===== src/rtl/controlador_copia_memoria_if.sv =====
// Data-memory port bundle between the copy controller and the data memory.
//   master : copy controller (drives address, write data and enables)
//   slave  : data memory (returns read data after the falling edge)
// Signals:
//   Endereco     memory address
//   DadoEscrito  write data
//   EscMem       write enable, committed on the rising edge
//   LerMem       read enable, DadoLido valid after the falling edge
//   DadoLido     read data
interface controlador_copia_memoria_if #(
   parameter int LARG_END  = 8,
   parameter int LARG_DADO = 8
);
   logic [LARG_END-1:0]  Endereco;
   logic [LARG_DADO-1:0] DadoEscrito;
   logic [LARG_DADO-1:0] DadoLido;
   logic                 EscMem;
   logic                 LerMem;

   modport master (
      output Endereco, DadoEscrito, EscMem, LerMem,
      input  DadoLido
   );

   modport slave (
      input  Endereco, DadoEscrito, EscMem, LerMem,
      output DadoLido
   );
endinterface


===== src/rtl/controlador_copia_memoria.sv =====
// Byte-run copy engine: reads Quantidade bytes starting at Origem and writes
// them starting at Destino, one read cycle + one write cycle per byte.
// Ports:
//   Clock, Reset_n  clock, asynchronous active-low reset
//   Iniciar         start request, honoured only when idle
//   Origem/Destino  first source / destination address (latched at start)
//   Quantidade      byte count (latched at start, 0 allowed)
//   Ocupado         high during LER/ESCREVER
//   Concluido       one-cycle completion pulse (FIM)
//   mem             data-memory port (master side)
module controlador_copia_memoria #(
   parameter int LARG_END  = 8,
   parameter int LARG_DADO = 8
) (
   input  logic                Clock,
   input  logic                Reset_n,
   input  logic                Iniciar,
   input  logic [LARG_END-1:0] Origem,
   input  logic [LARG_END-1:0] Destino,
   input  logic [LARG_END-1:0] Quantidade,
   output logic                Ocupado,
   output logic                Concluido,
   controlador_copia_memoria_if.master mem
);

   typedef enum logic [1:0] {OCIOSO, LER, ESCREVER, FIM} estado_t;

   estado_t              estado;
   logic [LARG_END-1:0]  src, dst, cnt;
   logic [LARG_END-1:0]  endereco;
   logic [LARG_DADO-1:0] dado;

   localparam logic [LARG_END-1:0] UM = LARG_END'(1);

   always_ff @(posedge Clock or negedge Reset_n) begin
      if (!Reset_n) begin
         estado   <= OCIOSO;
         src      <= '0;
         dst      <= '0;
         cnt      <= '0;
         endereco <= '0;
         dado     <= '0;
      end else begin
         case (estado)
            OCIOSO: if (Iniciar) begin
               src <= Origem;
               dst <= Destino;
               cnt <= Quantidade;
               if (Quantidade == '0) begin
                  estado <= FIM;
               end else begin
                  estado   <= LER;
                  endereco <= Origem;
               end
            end
            LER: begin
               // read data settled on the falling edge; present it for the write
               dado     <= mem.DadoLido;
               endereco <= dst;
               estado   <= ESCREVER;
            end
            ESCREVER: begin
               // memory commits dado to dst on this same edge
               src <= src + UM;
               dst <= dst + UM;
               cnt <= cnt - UM;
               if (cnt == UM) begin
                  estado <= FIM;
               end else begin
                  estado   <= LER;
                  endereco <= src + UM;
               end
            end
            default: estado <= OCIOSO;
         endcase
      end
   end

   // Enables are state decodes so an asynchronous reset drops them at once.
   assign mem.LerMem      = (estado == LER);
   assign mem.EscMem      = (estado == ESCREVER);
   assign mem.Endereco    = endereco;
   assign mem.DadoEscrito = dado;
   assign Ocupado         = (estado == LER) || (estado == ESCREVER);
   assign Concluido       = (estado == FIM);

endmodule


===== src/flat_wrapper.sv =====
// flat-port wrapper written by rule: the top's interface ports become plain ports
module controlador_copia_memoria_flat 
#(
   parameter int LARG_END  = 8,
   parameter int LARG_DADO = 8
)
  (Clock, Reset_n, Iniciar, Origem, Destino, Quantidade, Ocupado, Concluido, mem_Endereco, mem_DadoEscrito, mem_EscMem, mem_LerMem, mem_DadoLido);
  controlador_copia_memoria_if #(.LARG_END(LARG_END), .LARG_DADO(LARG_DADO)) mem_i ();
  input  logic Clock;
  input  logic Reset_n;
  input  logic Iniciar;
  input  logic [LARG_END-1:0] Origem;
  input  logic [LARG_END-1:0] Destino;
  input  logic [LARG_END-1:0] Quantidade;
  output logic Ocupado;
  output logic Concluido;
  output wire logic [$bits(mem_i.Endereco)-1:0] mem_Endereco;
  output wire logic [$bits(mem_i.DadoEscrito)-1:0] mem_DadoEscrito;
  output wire logic [$bits(mem_i.EscMem)-1:0] mem_EscMem;
  output wire logic [$bits(mem_i.LerMem)-1:0] mem_LerMem;
  input wire logic [$bits(mem_i.DadoLido)-1:0] mem_DadoLido;
  assign mem_Endereco = mem_i.Endereco;
  assign mem_DadoEscrito = mem_i.DadoEscrito;
  assign mem_EscMem = mem_i.EscMem;
  assign mem_LerMem = mem_i.LerMem;
  assign mem_i.DadoLido = mem_DadoLido;
  controlador_copia_memoria #(.LARG_END(LARG_END), .LARG_DADO(LARG_DADO)) u_core (.Clock(Clock), .Reset_n(Reset_n), .Iniciar(Iniciar), .Origem(Origem), .Destino(Destino), .Quantidade(Quantidade), .Ocupado(Ocupado), .Concluido(Concluido), .mem(mem_i));
endmodule

===== config.mk =====
export PLATFORM = sky130hd
export DESIGN_NAME = controlador_copia_memoria_flat
export DESIGN_NICKNAME = d
export VERILOG_FILES = /design/src/rtl/controlador_copia_memoria_if.sv /design/src/rtl/controlador_copia_memoria.sv /design/src/flat_wrapper.sv
export SDC_FILE = /design/constraint.sdc
export NUM_CORES = 1
export LEC_CHECK = 0
export ABC_AREA = 1
export CORE_MARGIN = 10
export CORE_UTILIZATION = 52
export CTS_BUF_LIST = sky130_fd_sc_hd__clkbuf_4 sky130_fd_sc_hd__clkbuf_8
export CTS_CLUSTER_SIZE = 10
export DETAILED_ROUTE_END_ITERATION = 8
export HOLD_SLACK_MARGIN = 0.03
export PLACE_DENSITY = 0.82
export SLEW_MARGIN = 10
export SYNTH_ARGS = -nofsm -noshare
export SYNTH_HDL_FRONTEND = slang
export SYNTH_SLANG_ARGS = --single-unit

===== constraint.sdc =====
create_clock -name Clock -period 2.15 [get_ports Clock]
set_clock_uncertainty 0.2 [all_clocks]
set_input_delay 0.43 -clock Clock [delete_from_list [all_inputs] [get_ports Clock]]
set_output_delay 0.43 -clock Clock [all_outputs]
set_load 0.01 [all_outputs]

Word-level counts from Yosys, hierarchy flattened
Index checks and enable logic that the tools add are counted.

Add/subtract/negate cells: 3. Muxes and demuxes: 14. Reduce and logical (&&, ||, !) cells: 7. Equal/unequal tests: 7.

Operator list (count): $mux W8 (6); $pmux W8 S2 (3); $pmux W8 S3 (1); $add A8 B1 Y8 const B (2); $eq A8 B1 Y1 const B (1); $logic_not A8 Y1 (1); $sub A8 B1 Y8 const B (1); $mux W2 (3); $ne A2 B2 Y1 const B (3); $pmux W2 S3 (1); $eq A2 B2 Y1 const B (2); $reduce_and A4 Y1 (1); $reduce_bool A3 Y1 (1); $eq A2 B1 Y1 const B (1); $logic_not A2 Y1 (1); $reduce_and A2 Y1 (1); $reduce_bool A2 Y1 (1); $logic_or A1 B1 Y1 (1).

Output and inout port bits: 20. Logic and storage cells: 37. Register bits: 42.

Depth between registers and ports, before layout
Gate-level depths: netlist of run 1.

Depth in word-level cells: 4. Depth in mapped cells: 12. Mapped depth without buffers: 11.

Worst setup path before layout of run 1
Ideal clock, no wire load.

Path type: register -> register. Start point: register u_core.estado[1]. End point: register u_core.dado[0] (netlist: u_core.mem.DadoEscrito[0]). Data arrival time: 1.383 ns. Data required time: 1.825 ns. Cell stages (with the launch flop): 6. Library setup time: 0.125 ns. Setup slack: 0.442 ns. Buffers on the path: 2. Path through: dfrtp_1 -> inv_1 -> ha_1 -> buf_2 -> buf_2 -> mux2_2.

Word-level cells in the longest chain between the ends: 1.

RTL lines: start: declaration (RTL line controlador_copia_memoria.sv:28) `estado_t estado;`; start signal: assignment (RTL line controlador_copia_memoria.sv:37) `estado <= OCIOSO;`; start signal: assignment (RTL line controlador_copia_memoria.sv:50) `estado <= FIM;`; start signal: assignment (RTL line controlador_copia_memoria.sv:52) `estado <= LER;`; $eq A2 B1 Y1; via mem_LerMem (RTL line flat_wrapper.sv:20) `output wire logic [$bits(mem_i.LerMem)-1:0] mem_LerMem;`; end signal: assignment (RTL line controlador_copia_memoria.sv:58) `dado <= mem.DadoLido;`; end: declaration (RTL line controlador_copia_memoria.sv:31) `logic [LARG_DADO-1:0] dado;`.

The timed path passes the listed nets, and every way through them passes these cells. A chain may end at the register's enable or synchronous reset.

Worst setup path after layout of run 1
Start point: register u_core.estado[1]. End point: register u_core.src[6].

Word-level cells in the longest chain between the ends: 3. Elaborated cells between the ends (all ways): 6.

RTL lines: $eq A2 B2 Y1 / $logic_not A2 Y1 (equally long branches) (RTL line controlador_copia_memoria.sv:44) `case (estado)`; $reduce_bool A2 Y1 (no line) / $ne A2 B2 Y1 (equally long branches); $reduce_and A2 Y1 (no line); end signal: assignment (RTL line controlador_copia_memoria.sv:46) `src <= Origem;`; end signal: assignment (RTL line controlador_copia_memoria.sv:64) `src <= src + UM;`; end: declaration (RTL line controlador_copia_memoria.sv:29) `logic [LARG_END-1:0] src, dst, cnt;`.

Parallel ways exist; a longest one is shown, timed or not.

==> results of run 1 <==
tightest hold or removal path, delay by kind of cell, from the launching register on:
| family | cells | cell delay [ps] |
|---|---|---|
| AO/OA/AOI/OAI | 1 | 50 |
| flip-flops | 1 | 360 |
| AND/OR/NAND/NOR | 1 | 70 |
power by group:
part / switching [uW] / leakage (uW) / internal (uW)
logic: 1650 / 0.000973 / 1260
registers: 347 / 0.000493 / 1210
clock network: 291 / 0.0000548 / 360
total: 2290 / 0.00152 / 2830
cell type report:
cell class / count / share of cell area [%]
Inverter: 28 / 3.42
Tap cell: 54 / 2.10
Multi-Input combinational cell: 245 / 38.9
Clock inverter: 2 / 1.17
Timing Repair Buffer: 64 / 19.4
Clock buffer: 6 / 2.37
Sequential cell: 42 / 32.6
kinds of logic after synthesis:
group,count (synthesis)
flip-flops,42
adder cells (fa/ha/maj),8
buffers and inverters,41
AO/OA/AOI/OAI,67
AND/OR/NAND/NOR,162
multiplexers,8
worst paths after layout:
path	startpoint	end	slack, ps	cells after the start
setup / recovery	u_core.estado[1]	u_core.src[6]	140	9
hold / removal	u_core.mem.Endereco[1]	u_core.mem.Endereco[1]	300	2
setup reg to reg	u_core.estado[1]	u_core.src[6]	140	9
hold reg to reg	u_core.mem.Endereco[1]	u_core.mem.Endereco[1]	300	2
max in group asynchronous	Reset_n	u_core.dst[0]	850	3
min in group asynchronous	Reset_n	u_core.mem.Endereco[2]	530	3
cell usage in the layout (no fill, tap or decap), drive strengths merged:
master	instances
nand2	89
clkdlybuf4s50	49
dfrtp	42
nor2	42
o21ai	30
inv	28
a21oi	26
nand3	20
buf	10
mux2	8
ha	8
clkbuf	6
a22oi	4
or2	4
nor3	3
a31oi	3
dlygate4sd2	3
nand3b	2
and2	1
o22ai	1
o211ai	1
a21o	1
o21bai	1
nand4	1
clkinvlp	1
bufinv	1
dlygate4sd3	1
dlymetal6s2s	1
flip-flops by register name (all words and copies together), names as in the netlist:
register                flops
u_core.mem.DadoEscrito      8
u_core.dst                  8
u_core.src                  8
u_core.estado               2
u_core.mem.Endereco         8
u_core.cnt                  8
timing repair:
action | CTS | global route
gates resized for setup | 4 | 3
buffers inserted | 1 | 0
hold buffers | 1 | 0
pin swaps | 0 | 0
endpoints found under the setup margin | 3 | 3
endpoints found under the hold margin | 34 | 0
metrics by stage:
stage	setup slack (ps)	instances	hold slack (ps)	power (uW)	utilization (%)
finish	141	441	302	5120	69.1
global route	28.9	441	324	5630	69.1
floorplan	442	328	-65.6	3490	-
detailed placement	58.3	431	274	4470	66.0
global placement	167	431	273	4360	66.0
CTS	11.6	441	301	5120	68.8
per-layer routing:
metal  track usage, %  up-vias  share of wire (%)
met2             30.7       54                 50
met5                0        -                  0
li1                 -     1188                  -
met3             4.65        8                5.6
met4             4.19        0                1.4
met1             21.3     1101                 43
==> results.toml, run 1 <==
[placed_design]
detailed_place_hpwl_um = 4880
place.gp.congestion = 0.835
dpl_cell_area_um2 = 3080
port_buffers = 54

[layout]
layout.nets = 429
area_growth_pct = 29.9
antenna_cells = 0
final_layout_size_suffix_gt1_share_pct = 10.3
layout.area.seq_um2 = 1050
multi_input_comb_area_um2 = 1250
fillers = 392
stdcell_area_um2 = 3220

[die]
die_area_um2 = 7930
die_h_um = 89.0
rows = 25
die_w_um = 89.0
coreArea_um2 = 4660
io_pins = 55
initial_core_util_pct = 53.2

[clocking]
clockRootBuffer = "clkbuf_8"
cts_buffers = 5
cts.htree.levels = 2
clk_latency_ps = 300
path_clk_slew_ps = 90
cts_buffer_depth = 2
cts_sinks = 42
tritoncts = "built"

[synth]
synth_edf_count = 0
synth_flop_cell = "dfrtp_1"
synth.top_cells.by_count = "nand2_1, dfrtp_1, nor2_1"
async_reset_ff_share_pct = 100
ys_ff_latch = 42
synth-xor-area-share_pct = 0
yosysMostFrequentCell = "nand2_1"
syn_inst = 328
muxShareOfSynthArea_pct = 3.64
synthesis.nets = 371
synth-compound-area-share_pct = 14.7
synth_top_family_by_area = "simple AND/OR/NAND/NOR gates"
synth-simple-area-share_pct = 27.7
yosys_warnings = 0
synth_area_leader_cell = "dfrtp_1"
yosys.area_share.adder_pct = 4.04
synth_top_area_share_pct = 42.4
syn-cell-area_um2 = 2480
synth-seq-area-share_pct = 42.4
syn_avg_cell_area_um2 = 7.55
synth_area_leaders = "dfrtp_1, nand2_1, nor2_1, a21oi_1, o21ai_0"
synth_cell_types = 35

[worst_setup_path]
crit_family = "buffers and inverters"
cp.required_ps = 2170
path_buf_inv = 4
crit_fanout = 18
path_cells = "buf_4 -> ha_2 -> buf_12 -> inv_2 -> nand2_2 -> nand2_4 -> buf_4 -> a21oi_1 -> a22oi_1"
cpMostUsedCell = "buf_4"
worstSetupEndpointType = "flip-flop"
critPathMaxStageDelay_ps = 400
cp_slowest_cell = "dfrtp_1"
path_class = "reg -> reg"
startpoint_type = "flip-flop"
arrival_ps = 2030

[drt]
drc = 0
drt_iter0_drc = 187
wl_um = 6520
vias = 2351
postRouteAntennaNets = 0
vias_per_cell = 5.33
wl_per_cell_um = 14.8
drt-pass1-iter-count = 4

[timing]
maxSlewViolCount = 0
grt_setup_unrepaired = "false"
tightest_slew_ps = 545
min_period_ps = 2010
finalHoldViolations = 0
finalSetupTns_ps = 0
setup_viol = 0
slew_headroom_pct = 63.7
fmax_mhz = 498
finalCritPeriodShare_pct = 93.4

[global_routing]
grt_util_all_layers_pct = 17.7
globalRouteOverflowTotal = 0
antenna_found_initial = 0
grt_start_max_net_pins = 43
grt_pass1_wl_um = 11200
grt_pass1_vias = 2388

[outcome]
run_status = "complete, no violations"

[min_path]
hold_path.class = "reg -> reg"

[pwr]
powerDensity_nw_per_um2 = 1590
p_leak_uw = 0.00152
max-vdd-ir-drop_uv = 1140

[run]
max-cap-violations = 0
No activity file was read; power rests on OpenSTA's default activity.
==> inputs of run 2 (changes only) <==
--- a/config.mk
+++ b/config.mk
@@ -7,12 +7,13 @@
 export LEC_CHECK = 0
 export ABC_AREA = 1
 export CORE_MARGIN = 10
-export CORE_UTILIZATION = 52
+export CORE_UTILIZATION = 55
 export CTS_BUF_LIST = sky130_fd_sc_hd__clkbuf_4 sky130_fd_sc_hd__clkbuf_8
 export CTS_CLUSTER_SIZE = 10
 export DETAILED_ROUTE_END_ITERATION = 8
 export HOLD_SLACK_MARGIN = 0.03
-export PLACE_DENSITY = 0.82
+export PLACE_DENSITY = 0.86
+export SETUP_SLACK_MARGIN = 0.05
 export SLEW_MARGIN = 10
 export SYNTH_ARGS = -nofsm -noshare
 export SYNTH_HDL_FRONTEND = slang
==> constraint.sdc (replaced) <==
create_clock -name Clock -period 2.5 [get_ports Clock]
set_clock_uncertainty 0.2 [all_clocks]
set_input_delay 0.5 -clock Clock [delete_from_list [all_inputs] [get_ports Clock]]
set_output_delay 0.5 -clock Clock [all_outputs]
set_load 0.01 [all_outputs]
==> run 2 against run 1 <==
Against the previous run:
- power is 15% lower
- sequential power is 15% lower
- setup slack better by 50 ps
- via count is 0.85% higher
- critical path depth is 6 lower
- die area is 4.2% lower
- global-route usage is 0.50 points higher
- highest routed layer unchanged
==> results.toml, run 2 (same netlist as run 1, synthesis figures left out) <==
[outcome]
run_status = "complete, no violations"

[worst_setup_path]
worstReg2RegEnd = "u_core.mem.Endereco[4]"
arrival_ps = 1610
rr_startpoint = "u_core.estado[0]"
cp.required_ps = 1800
r2r_cells = 10
worstSetupEndpointType = "output port"
path_class = "reg -> out"
startpoint_type = "flip-flop"
crit_fanout = 4
r2r_setup_slack_ps = 440

[layout]
layout.nets = 425
final_layout_size_suffix_gt1_share_pct = 9.66
antenna_cells = 0
post-route-util_pct = 72.6
final_common_cell = "nand2_1"
fillers = 348
final_cell_mix = "nand2_1, clkdlybuf4s50_1, dfrtp_1, nor2_1, a21oi_1"
area_growth_pct = 27.6
stdcell_count = 435

[timing]
tightest_slew_ps = 555
fmax_mhz = 433
grt_setup_unrepaired = "false"
min_period_ps = 2310
finalHoldViolations = 0
finalCritPeriodShare_pct = 92.4
slew_headroom_pct = 63.0
hold_slack_ps = 59.2
worst_slack_ps = 191
maxSlewViolCount = 0
finalSetupTns_ps = 0
setup_viol = 0

[drt]
drt_iter0_drc = 213
vias = 2371
wl_um = 6580
drt-pass1-iter-count = 6
drc = 0
wl_per_cell_um = 15.1
postRouteAntennaNets = 0
vias_per_cell = 5.45

[clocking]
clockRootBuffer = "clkbuf_8"
cts_sinks = 42
path_clk_slew_ps = 80
cts.htree.levels = 2
tritoncts = "built"
cts_buffer_depth = 2
ctsHoldBuffers = 0
post-cts-setup-buffers = 0
clk_latency_ps = 300
cts_buffers = 5
cts_resized = 0

[die]
rows = 24
initial_core_util_pct = 56.9
die_h_um = 87.1
io_pins = 55
die_w_um = 87.1
die_area_um2 = 7590
coreArea_um2 = 4350

[placed_design]
detailed_place_hpwl_um = 4830
port_buffers = 54
dp_cells = 427
dp_slack_ps = 337
place.gp.congestion = 0.841

[global_routing]
grt_pass1_wl_um = 11300
grt_util_all_layers_pct = 18.2
grt_pass1_vias = 2513
grt_start_max_net_pins = 43
antenna_found_initial = 0
globalRouteOverflowTotal = 0

[run]
max-cap-violations = 0

[pwr]
powerDensity_nw_per_um2 = 1380
p_leak_uw = 0.00148
max-vdd-ir-drop_uv = 1170

[min_path]
hold_path.class = "in -> async"
==> run 2: final cells by class <==
class	instances	area, um2	share of cell area [%]
repair buffers	60	581	18.4
inverters	28	108	3.40
clock buffers	5	68.8	2.18
well taps	52	65.1	2.06
multi-input cells	245	1240	39.4
clock inverters	3	43.8	1.39
flip-flops and latches	42	1050	33.2
==> run 2: how the worst max path moves through the flow <==
stage / from / to / slack (ps)
2_1_floorplan: u_core.estado[1] / u_core.mem.DadoEscrito[0] / 790
3_3_place_gp: Iniciar / u_core.mem.Endereco[4] / 370
3_5_place_dp: Iniciar / u_core.dst[3] / 340
4_1_cts: u_core.estado[0] / mem_EscMem / 120
5_1_grt: u_core.estado[0] / Ocupado / 110
6_report: u_core.estado[0] / mem_EscMem / 190
==> run 2: routing by layer <==
layer | track usage [%] | wire [um] | vias up | share of wire [%]
li1 | - | - | 1176 | -
met1 | 20.9 | 2620 | 1104 | 40
met2 | 30.9 | 3360 | 82 | 51
met3 | 6.18 | 511 | 9 | 7.8
met4 | 5.80 | 86 | 0 | 1.3
met5 | 0 | 0 | - | 0
==> run 2: worst max-delay path, cell delays in order, from the launching register on <==
cell and delay, ps:
dfrtp_1 410, inv_1 120, ha_2 230, clkdlybuf4s50_1 560
==> run 2: power by group <==
part	switching [uW]	internal (uW)	total [uW]	leakage, uW
Sequential	291	1040	1330	0.000493
Clock	250	299	549	0.0000585
Combinational	1430	1050	2480	0.000928
==> run 2: stage by stage <==
stage	power (uW)	cell area, um2
final	4360	3160
after global routing	4800	3160
after CTS	4380	3160
after detailed placement	3800	3050
after global placement	3690	3050
after floorplan	3000	2480
